**src/rtl/hazard_ctrl_if.sv**
```systemverilog
// Datapath <-> hazard control bundle: stage status in, latch enables/flushes and statistics out.
// master = datapath side, slave = hazard_ctrl.
interface hazard_ctrl_if #(parameter int CNT_W = 16);
  logic             ihit;
  logic             dhit;
  logic [4:0]       dc_rs;
  logic [4:0]       dc_rt;
  logic             dc_uses_rt;
  logic             ex_d_ren;
  logic [4:0]       ex_wsel;
  logic             ex_branch_taken;
  logic             ex_halt;
  logic             mem_dreq;
  logic             pc_en;
  logic             ifdc_en;
  logic             dcex_en;
  logic             exmem_en;
  logic             memwb_en;
  logic             ifdc_flush;
  logic             dcex_flush;
  logic             exmem_flush;
  logic             halt;
  logic [CNT_W-1:0] stall_cnt;
  logic [CNT_W-1:0] flush_cnt;

  modport master (
    output ihit, dhit, dc_rs, dc_rt, dc_uses_rt, ex_d_ren, ex_wsel,
           ex_branch_taken, ex_halt, mem_dreq,
    input  pc_en, ifdc_en, dcex_en, exmem_en, memwb_en,
           ifdc_flush, dcex_flush, exmem_flush, halt, stall_cnt, flush_cnt
  );

  modport slave (
    input  ihit, dhit, dc_rs, dc_rt, dc_uses_rt, ex_d_ren, ex_wsel,
           ex_branch_taken, ex_halt, mem_dreq,
    output pc_en, ifdc_en, dcex_en, exmem_en, memwb_en,
           ifdc_flush, dcex_flush, exmem_flush, halt, stall_cnt, flush_cnt
  );
endinterface

```
**src/rtl/hazard_ctrl.sv**
```systemverilog
// 5-stage pipeline hazard control: enables/flushes are combinational (0 cycles), halt and counters registered.
// A pending dcache miss freezes the whole pipe; halt drains EX/MEM/WB then parks until reset.
module hazard_ctrl #(
  parameter int CNT_W = 16
) (
  input logic         CLK,
  input logic         RST,
  hazard_ctrl_if.slave hif
);

  typedef enum logic [1:0] {
    RUN    = 2'b00,
    DRAIN  = 2'b01,
    HALTED = 2'b10
  } state_t;

  state_t           state;
  state_t           state_nxt;
  logic             memwait;
  logic             loaduse;
  logic             flush_evt;
  logic             pc_en;
  logic             ifdc_en;
  logic             dcex_en;
  logic             exmem_en;
  logic             memwb_en;
  logic             ifdc_flush;
  logic             dcex_flush;
  logic             exmem_flush;
  logic             halt_q;
  logic [CNT_W-1:0] stall_q;
  logic [CNT_W-1:0] flush_q;

  assign memwait = hif.mem_dreq & ~hif.dhit;

  // A load into $0 never produces a value, so it cannot create a dependency.
  assign loaduse = hif.ex_d_ren & (hif.ex_wsel != 5'd0) &
                   ((hif.ex_wsel == hif.dc_rs) |
                    (hif.dc_uses_rt & (hif.ex_wsel == hif.dc_rt)));

  always_comb begin
    state_nxt   = state;
    pc_en       = 1'b0;
    ifdc_en     = 1'b0;
    dcex_en     = 1'b0;
    exmem_en    = 1'b0;
    memwb_en    = 1'b0;
    ifdc_flush  = 1'b0;
    dcex_flush  = 1'b0;
    exmem_flush = 1'b0;
    flush_evt   = 1'b0;
    case (state)
      RUN: begin
        if (memwait) begin
          state_nxt = RUN;
        end else if (hif.ex_halt) begin
          state_nxt  = DRAIN;
          dcex_en    = 1'b1;
          exmem_en   = 1'b1;
          memwb_en   = 1'b1;
          dcex_flush = 1'b1;
        end else if (hif.ex_branch_taken) begin
          pc_en      = 1'b1;
          ifdc_en    = 1'b1;
          dcex_en    = 1'b1;
          exmem_en   = 1'b1;
          memwb_en   = 1'b1;
          ifdc_flush = 1'b1;
          dcex_flush = 1'b1;
          flush_evt  = 1'b1;
        end else if (loaduse) begin
          dcex_en    = 1'b1;
          exmem_en   = 1'b1;
          memwb_en   = 1'b1;
          dcex_flush = 1'b1;
        end else if (!hif.ihit) begin
          ifdc_en    = 1'b1;
          dcex_en    = 1'b1;
          exmem_en   = 1'b1;
          memwb_en   = 1'b1;
          ifdc_flush = 1'b1;
        end else begin
          pc_en    = 1'b1;
          ifdc_en  = 1'b1;
          dcex_en  = 1'b1;
          exmem_en = 1'b1;
          memwb_en = 1'b1;
        end
      end
      DRAIN: begin
        exmem_en = ~memwait;
        memwb_en = ~memwait;
        if (!hif.mem_dreq || hif.dhit) state_nxt = HALTED;
      end
      HALTED: state_nxt = HALTED;
      default: state_nxt = RUN;
    endcase
  end

  always_ff @(posedge CLK) begin
    if (RST) begin
      state   <= RUN;
      halt_q  <= 1'b0;
      stall_q <= '0;
      flush_q <= '0;
    end else begin
      state  <= state_nxt;
      halt_q <= (state_nxt == HALTED);
      if (!pc_en && (stall_q != '1)) stall_q <= stall_q + 1'b1;
      if (flush_evt && (flush_q != '1)) flush_q <= flush_q + 1'b1;
    end
  end

  assign hif.pc_en       = pc_en;
  assign hif.ifdc_en     = ifdc_en;
  assign hif.dcex_en     = dcex_en;
  assign hif.exmem_en    = exmem_en;
  assign hif.memwb_en    = memwb_en;
  assign hif.ifdc_flush  = ifdc_flush;
  assign hif.dcex_flush  = dcex_flush;
  assign hif.exmem_flush = exmem_flush;
  assign hif.halt        = halt_q;
  assign hif.stall_cnt   = stall_q;
  assign hif.flush_cnt   = flush_q;

endmodule

```
**src/flat_wrapper.sv**
```systemverilog
// flat-port wrapper written by rule: the top's interface ports become plain ports
module hazard_ctrl_flat 
#(
  parameter int CNT_W = 16
)
  (CLK, RST, hif_ihit, hif_dhit, hif_dc_rs, hif_dc_rt, hif_dc_uses_rt, hif_ex_d_ren, hif_ex_wsel, hif_ex_branch_taken, hif_ex_halt, hif_mem_dreq, hif_pc_en, hif_ifdc_en, hif_dcex_en, hif_exmem_en, hif_memwb_en, hif_ifdc_flush, hif_dcex_flush, hif_exmem_flush, hif_halt, hif_stall_cnt, hif_flush_cnt);
  hazard_ctrl_if #(.CNT_W(CNT_W)) hif_i ();
  input logic CLK;
  input logic RST;
  input wire logic [$bits(hif_i.ihit)-1:0] hif_ihit;
  input wire logic [$bits(hif_i.dhit)-1:0] hif_dhit;
  input wire logic [$bits(hif_i.dc_rs)-1:0] hif_dc_rs;
  input wire logic [$bits(hif_i.dc_rt)-1:0] hif_dc_rt;
  input wire logic [$bits(hif_i.dc_uses_rt)-1:0] hif_dc_uses_rt;
  input wire logic [$bits(hif_i.ex_d_ren)-1:0] hif_ex_d_ren;
  input wire logic [$bits(hif_i.ex_wsel)-1:0] hif_ex_wsel;
  input wire logic [$bits(hif_i.ex_branch_taken)-1:0] hif_ex_branch_taken;
  input wire logic [$bits(hif_i.ex_halt)-1:0] hif_ex_halt;
  input wire logic [$bits(hif_i.mem_dreq)-1:0] hif_mem_dreq;
  output wire logic [$bits(hif_i.pc_en)-1:0] hif_pc_en;
  output wire logic [$bits(hif_i.ifdc_en)-1:0] hif_ifdc_en;
  output wire logic [$bits(hif_i.dcex_en)-1:0] hif_dcex_en;
  output wire logic [$bits(hif_i.exmem_en)-1:0] hif_exmem_en;
  output wire logic [$bits(hif_i.memwb_en)-1:0] hif_memwb_en;
  output wire logic [$bits(hif_i.ifdc_flush)-1:0] hif_ifdc_flush;
  output wire logic [$bits(hif_i.dcex_flush)-1:0] hif_dcex_flush;
  output wire logic [$bits(hif_i.exmem_flush)-1:0] hif_exmem_flush;
  output wire logic [$bits(hif_i.halt)-1:0] hif_halt;
  output wire logic [$bits(hif_i.stall_cnt)-1:0] hif_stall_cnt;
  output wire logic [$bits(hif_i.flush_cnt)-1:0] hif_flush_cnt;
  assign hif_i.ihit = hif_ihit;
  assign hif_i.dhit = hif_dhit;
  assign hif_i.dc_rs = hif_dc_rs;
  assign hif_i.dc_rt = hif_dc_rt;
  assign hif_i.dc_uses_rt = hif_dc_uses_rt;
  assign hif_i.ex_d_ren = hif_ex_d_ren;
  assign hif_i.ex_wsel = hif_ex_wsel;
  assign hif_i.ex_branch_taken = hif_ex_branch_taken;
  assign hif_i.ex_halt = hif_ex_halt;
  assign hif_i.mem_dreq = hif_mem_dreq;
  assign hif_pc_en = hif_i.pc_en;
  assign hif_ifdc_en = hif_i.ifdc_en;
  assign hif_dcex_en = hif_i.dcex_en;
  assign hif_exmem_en = hif_i.exmem_en;
  assign hif_memwb_en = hif_i.memwb_en;
  assign hif_ifdc_flush = hif_i.ifdc_flush;
  assign hif_dcex_flush = hif_i.dcex_flush;
  assign hif_exmem_flush = hif_i.exmem_flush;
  assign hif_halt = hif_i.halt;
  assign hif_stall_cnt = hif_i.stall_cnt;
  assign hif_flush_cnt = hif_i.flush_cnt;
  hazard_ctrl #(.CNT_W(CNT_W)) u_core (.CLK(CLK), .RST(RST), .hif(hif_i));
endmodule
```
**config.mk**
```make
export PLATFORM = sky130hd
export DESIGN_NAME = hazard_ctrl_flat
export DESIGN_NICKNAME = d
export VERILOG_FILES = /design/src/rtl/hazard_ctrl_if.sv /design/src/rtl/hazard_ctrl.sv /design/src/flat_wrapper.sv
export SDC_FILE = /design/constraint.sdc
export NUM_CORES = 1
export LEC_CHECK = 0
export CAP_MARGIN = 20
export CORE_AREA = 8 8 100 57
export DETAILED_ROUTE_END_ITERATION = 8
export DIE_AREA = 0 0 108 65
export GPL_TIMING_DRIVEN = 0
export PLACE_DENSITY = 0.74
export SLEW_MARGIN = 20
export SYNTH_ARGS = -nofsm -noshare
export SYNTH_HDL_FRONTEND = slang
export SYNTH_SLANG_ARGS = --single-unit
```
**constraint.sdc**
```tcl
create_clock -name CLK -period 2.5 [get_ports CLK]
set_clock_uncertainty 0.1 [all_clocks]
set_input_delay 0.375 -clock CLK [delete_from_list [all_inputs] [get_ports CLK]]
set_output_delay 0.375 -clock CLK [all_outputs]
set_load 0.005 [all_outputs]
```
Word level (Yosys, flattened, before mapping)
Index checks and enable logic that the tools add are counted.

cells by class
  add/subtract/negate cells = 2
  $mul = 0
  div/mod/pow operators = 0
  $lt $le $gt $ge = 0
  equal/unequal tests = 7
  shift operators = 0
  muxes and demuxes = 33
  bitwise operators = 7
  reductions and logical operators = 7

operators by type and width
  operator                 count
  $add A16 B1 Y16 const B  2
  $ne A16 B16 Y1 const B   2
  $mux W1                  28
  $eq A5 B5 Y1             2
  $mux W2                  3
  $pmux W2 S3              1
  $reduce_bool A5 Y1       1
  $and A1 B1 Y1            4
  $eq A2 B2 Y1 const B     2
  $eq A2 B1 Y1 const B     1
  $logic_and A1 B1 Y1      2
  $logic_not A1 Y1         2
  $logic_not A2 Y1         1
  $not A1 Y1               2
  $pmux W1 S2              1
  $logic_or A1 B1 Y1       1
  $or A1 B1 Y1             1

word-level totals
  flip-flop bits (word level) = 35
  bits in latches = 0
  bits in writable memories = 0
  bits in read-only memories = 0
  memories = 0

Depth between registers and ports, before layout
  depth after elaboration = 11
  depth in mapped cells = 10

Worst setup path before layout
Ideal clock, no wire load.

  path type = reg-to-reg
  start point = reg u_core.stall_q[6] (netlist: u_core.hif.stall_cnt[6])
  end point = reg u_core.stall_q[1] (netlist: u_core.hif.stall_cnt[1])
  setup time = 0.128 ns
  data arrival time = 1.858 ns
  required time = 2.272 ns
  slack = 0.414 ns
  cell stages (with the launch flop) = 10
  clock period less this slack = 2.086 ns
  cells stage by stage = dfxtp_1 and3_1 and4_1 nand3_2 or3_4 o21ai_4 buf_6 buf_12 mux2i_1 nor2_1

between the ends
  cells in the longest elaborated chain, start to end = 2

RTL lines
  element                   line                text
  start: declaration        hazard_ctrl.sv:31   logic [CNT_W-1:0] stall_q;
  start signal: assignment  hazard_ctrl.sv:109  if (!pc_en && (stall_q != '1)) stall_q <= stall_q + 1'b1;
  $ne A16 B16 Y1            hazard_ctrl.sv:109
  $logic_and A1 B1 Y1       hazard_ctrl.sv:109

Every way passes these cells.
A chain may end at the register's enable or synchronous reset.

Final worst setup path
  start point = in hif_dc_rt[4]
  end point = out hif_ifdc_flush

between the ends
  cells in the longest elaborated chain, start to end = 9

RTL lines
  element             line                text
  start: declaration  flat_wrapper.sv:13  input wire logic [$bits(hif_i.dc_rt)-1:0] hif_dc_rt;
  $eq A5 B5 Y1        hazard_ctrl.sv:39   (hif.dc_uses_rt & (hif.ex_wsel == hif.dc_rt)));
  $and A1 B1 Y1       hazard_ctrl.sv:39
  $or A1 B1 Y1        hazard_ctrl.sv:38   ((hif.ex_wsel == hif.dc_rs) |
  $and A1 B1 Y1       hazard_ctrl.sv:37   assign loaduse = hif.ex_d_ren & (hif.ex_wsel != 5'd0) &
  $mux W1             hazard_ctrl.sv:71   end else if (loaduse) begin
  $mux W1             hazard_ctrl.sv:62   end else if (hif.ex_branch_taken) begin
  $mux W1             hazard_ctrl.sv:56   end else if (hif.ex_halt) begin
  $mux W1             hazard_ctrl.sv:54   if (memwait) begin
  $mux W1             hazard_ctrl.sv:52   case (state)
  end: declaration    flat_wrapper.sv:25  output wire logic [$bits(hif_i.ifdc_flush)-1:0] hif_ifdc_flush;

Every way passes these cells.

==> impl_metrics.csv <==
group,metric,value,unit
min_path,hold_depth,2,
worst_setup_path,reg2reg_setup_slack,0.11,ns
yosys,synth_edf_count,0,
sta,fin_crit_sh,0.9636,
detailed_routing,vias,1823,
status,status,"completed",
die,coreArea,4233,um^2
die,dieHeight,65,um
sta,drv_slew,0,
run,drv_cap,0,
global_route,grt_overflow,0,
yosys,syn-num-nets,242,
detailed_routing,drtIter0Drc,104,
placed_design,port_buffers,62,
yosys,synth_mux_area_frac,0.01630,
global_route,antenna_found_initial,0,
global_route,grt_pass1_vias,1746,
worst_setup_path,cp-start-kind,"input pin",
yosys,synthCells,216,
placed_design,placedCellCount,335,
worst_setup_path,r2r-end,"u_core.hif.stall_cnt[1]",
die,fp.dieArea,7020,um^2
finish,num_antenna_cells,0,
global_route,grt_max_degree,13,
clocking,cts_tree,"built",
finish,fin_nets,318,
placed_design,dpl_cell_area,2534,um^2
clocking,cts-htree-levels,2,
placed_design,dp_slack,-0.4780,ns
global_route,grt_pass1_wl,8.431,mm
pwr,ir_drop,0.2339,mV
yosys,post_synth.cell_area_avg,8.527,um^2
sta,min_period,2.409,ns
yosys,synth_adder_area_share,0.01359,
yosys,synth_cell_types,40,
yosys,synth_common_cells,"35 x dfxtp_1, 25 x nor2_1, 20 x xor2_1",
placed_design,place.gp.congestion,0.7855,
sta,tns,0,ns
yosys,synth_compound_area_frac,0.1209,
global_route,grt_usage,0.1469,
min_path,min-delay-start,"RST",
detailed_routing,wl_per_cell,14.93,um
finish,area_growth,47.89,%
detailed_routing,drc_errors,0,
worst_setup_path,crit_type,"input pin to output port",
yosys,yosys-top-cells-area,"dfxtp_1 38%, xor2_1 9.5%, nor2_1 5.1%, a21oi_1 4.6%, or3_1 4.1%",
clocking,clk_pin_slew,0.08,ns
worst_setup_path,cp_max_fo,2,
placed_design,hpwl,3.778,mm
yosys,ys_async_sr_fraction,0,
sta,setup_ws,0.09108,ns
yosys,syn_area,1842,um^2
worst_setup_path,crit_required,2.03,ns
yosys,synth_xor_area_frac,0.1141,
min_path,hold_path_end,"u_core.hif.flush_cnt[14]",
sta,whs,0.3761,ns
die,ioPinCount,65,
clocking,cts_buffer_depth,2,
clocking,cts.sinks,35,
min_path,holdCritPathClass,"input pin to register",
global_route,met3_usage,0.06213,
detailed_routing,dr.pass1.iters,4,
sta,setup_viol,0,
yosys,yosysWarningCount,0,
die,start_util,0.4351,
worst_setup_path,r2r-start,"u_core.hif.stall_cnt[6]",
die,row_count,17,
clocking,numCtsBuffers,5,
yosys,netlist.area_leader.share,0.3804,
worst_setup_path,cp-end-kind,"output port",
yosys,synth_ff_type,"dfxtp_1",
clocking,root_buffer,"clkbuf_8",
sta,clock.fmax,0.4151,GHz
worst_setup_path,cp.arrival,1.93,ns
finish,stdcell_count,350,
pwr,p_leak,1.032,nW
finish,fill_cells,359,
clocking,hold_buffers,0,
yosys,synth.most_common_cell,"dfxtp_1",
die,dieWidth,108,um
global_route,grtUsageMet2,0.2163,
global_route,met1_usage,0.1974,
sta,rsz0062_at_grt,"no",
yosys,seq_area_frac_synth,0.3804,
yosys,ys_seq_elements,35,
finish,drive_gt1_frac,0.1365,
sta,hold_viol,0,
worst_setup_path,ff2ff_path_depth,9,
clocking,insertion_delay,0.30,ns
yosys,yosysTopAreaCell,"dfxtp_1",
finish,design_area,2724,um^2
detailed_routing,viasPerCell,5.209,
detailed_routing,ant_nets,0,
pwr,p_per_area,481.1,nW/um^2
yosys,synth_top_family_by_area,"simple AND/OR/NAND/NOR gates",
global_route,busiest_layer,"met2",
detailed_routing,routed_wirelength,5.225,mm
yosys,synth_simple_gate_area_share,0.3071,
## what timing repair did
item | in CTS | in global routing
setup buffers | 7 | 0
setup endpoints to repair | 4 | 11
resized for setup | 29 | 17
pin swaps | 10 | 7
## cell usage in the layout (no fill, tap or decap), drive strengths merged, types with 3 or more instances in the layout
master	n
a21oi	17
and2	4
and3	6
and4	4
buf	14
clkbuf	16
clkdlybuf4s50	44
dfxtp	35
dlygate4sd2	4
dlymetal6s2s	5
mux2i	3
nand2	12
nand3	12
nand4	7
nor2	25
nor3	5
o21ai	15
o31ai	3
or3	13
or4	4
xnor2	4
xor2	20
## worst max-delay path by stage
stage,start,end,depth (start not counted)
floorplan,u_core.hif.stall_cnt[6],u_core.hif.stall_cnt[1],9
global placement,hif_ex_wsel[0],hif_pc_en,7
detailed placement,hif_ex_wsel[0],hif_pc_en,7
CTS,hif_mem_dreq,hif_pc_en,7
global route,u_core.hif.stall_cnt[2],u_core.hif.stall_cnt[1],10
finish,hif_dc_rt[4],hif_ifdc_flush,10
## state kept, by name (all words and copies together), names as in the netlist
name	cells
u_core.hif.flush_cnt	16
u_core.hif.halt	1
u_core.hif.stall_cnt	16
u_core.state	2
## cell families after synthesis
group / after synthesis
DFF: 35
and+or+nand+nor: 100
xor gates and xnor gates: 24
adders and majority gates: 2
other: 1
buffers and inverters: 13
muxes: 3
AOI/OAI and AO/OA: 38
## critical path, cell delays in order
cell	delay (ns)
dlygate4sd2_1	0.24
xor2_1	0.14
nor4_2	0.28
a32oi_2	0.19
buf_4	0.17
nor2_4	0.10
buf_6	0.11
nor2_1	0.03
o21a_1	0.17
buf_2	0.13
## stage by stage
stage	power [W]	utilization
after floorplan	0.0006845	-
after global placement	0.0007885	0.5986
after detailed placement	0.0007893	0.5986
after CTS	0.001310	0.6411
after global routing	0.001360	0.6435
final	0.001310	0.6435
## layout make-up
class,instances,area (um^2),area share
multi-input cells,168,1106,0.4061
flip-flops and latches,35,700.7,0.2572
repair buffers,69,649.4,0.2384
plain buffers,11,76.32,0.02802
well taps,57,71.32,0.02618
clock buffers,5,68.82,0.02526
clock inverters,3,43.79,0.01608
inverters,2,7.507,0.002756
## power breakdown
group / switching (W) / internal [W]
registers: 0.0000154 / 0.000569
logic: 0.0000908 / 0.000106
clock network: 0.000232 / 0.000297
total: 0.000338 / 0.000972
## per-layer routing
metal | vias to the layer above | routed length [um]
met2 | 69 | 2205
li1 | 924 | -
met4 | 0 | 20
met1 | 825 | 2455
met3 | 5 | 544
met5 | - | 0
Note: power is estimated with default switching activity, not from simulation.
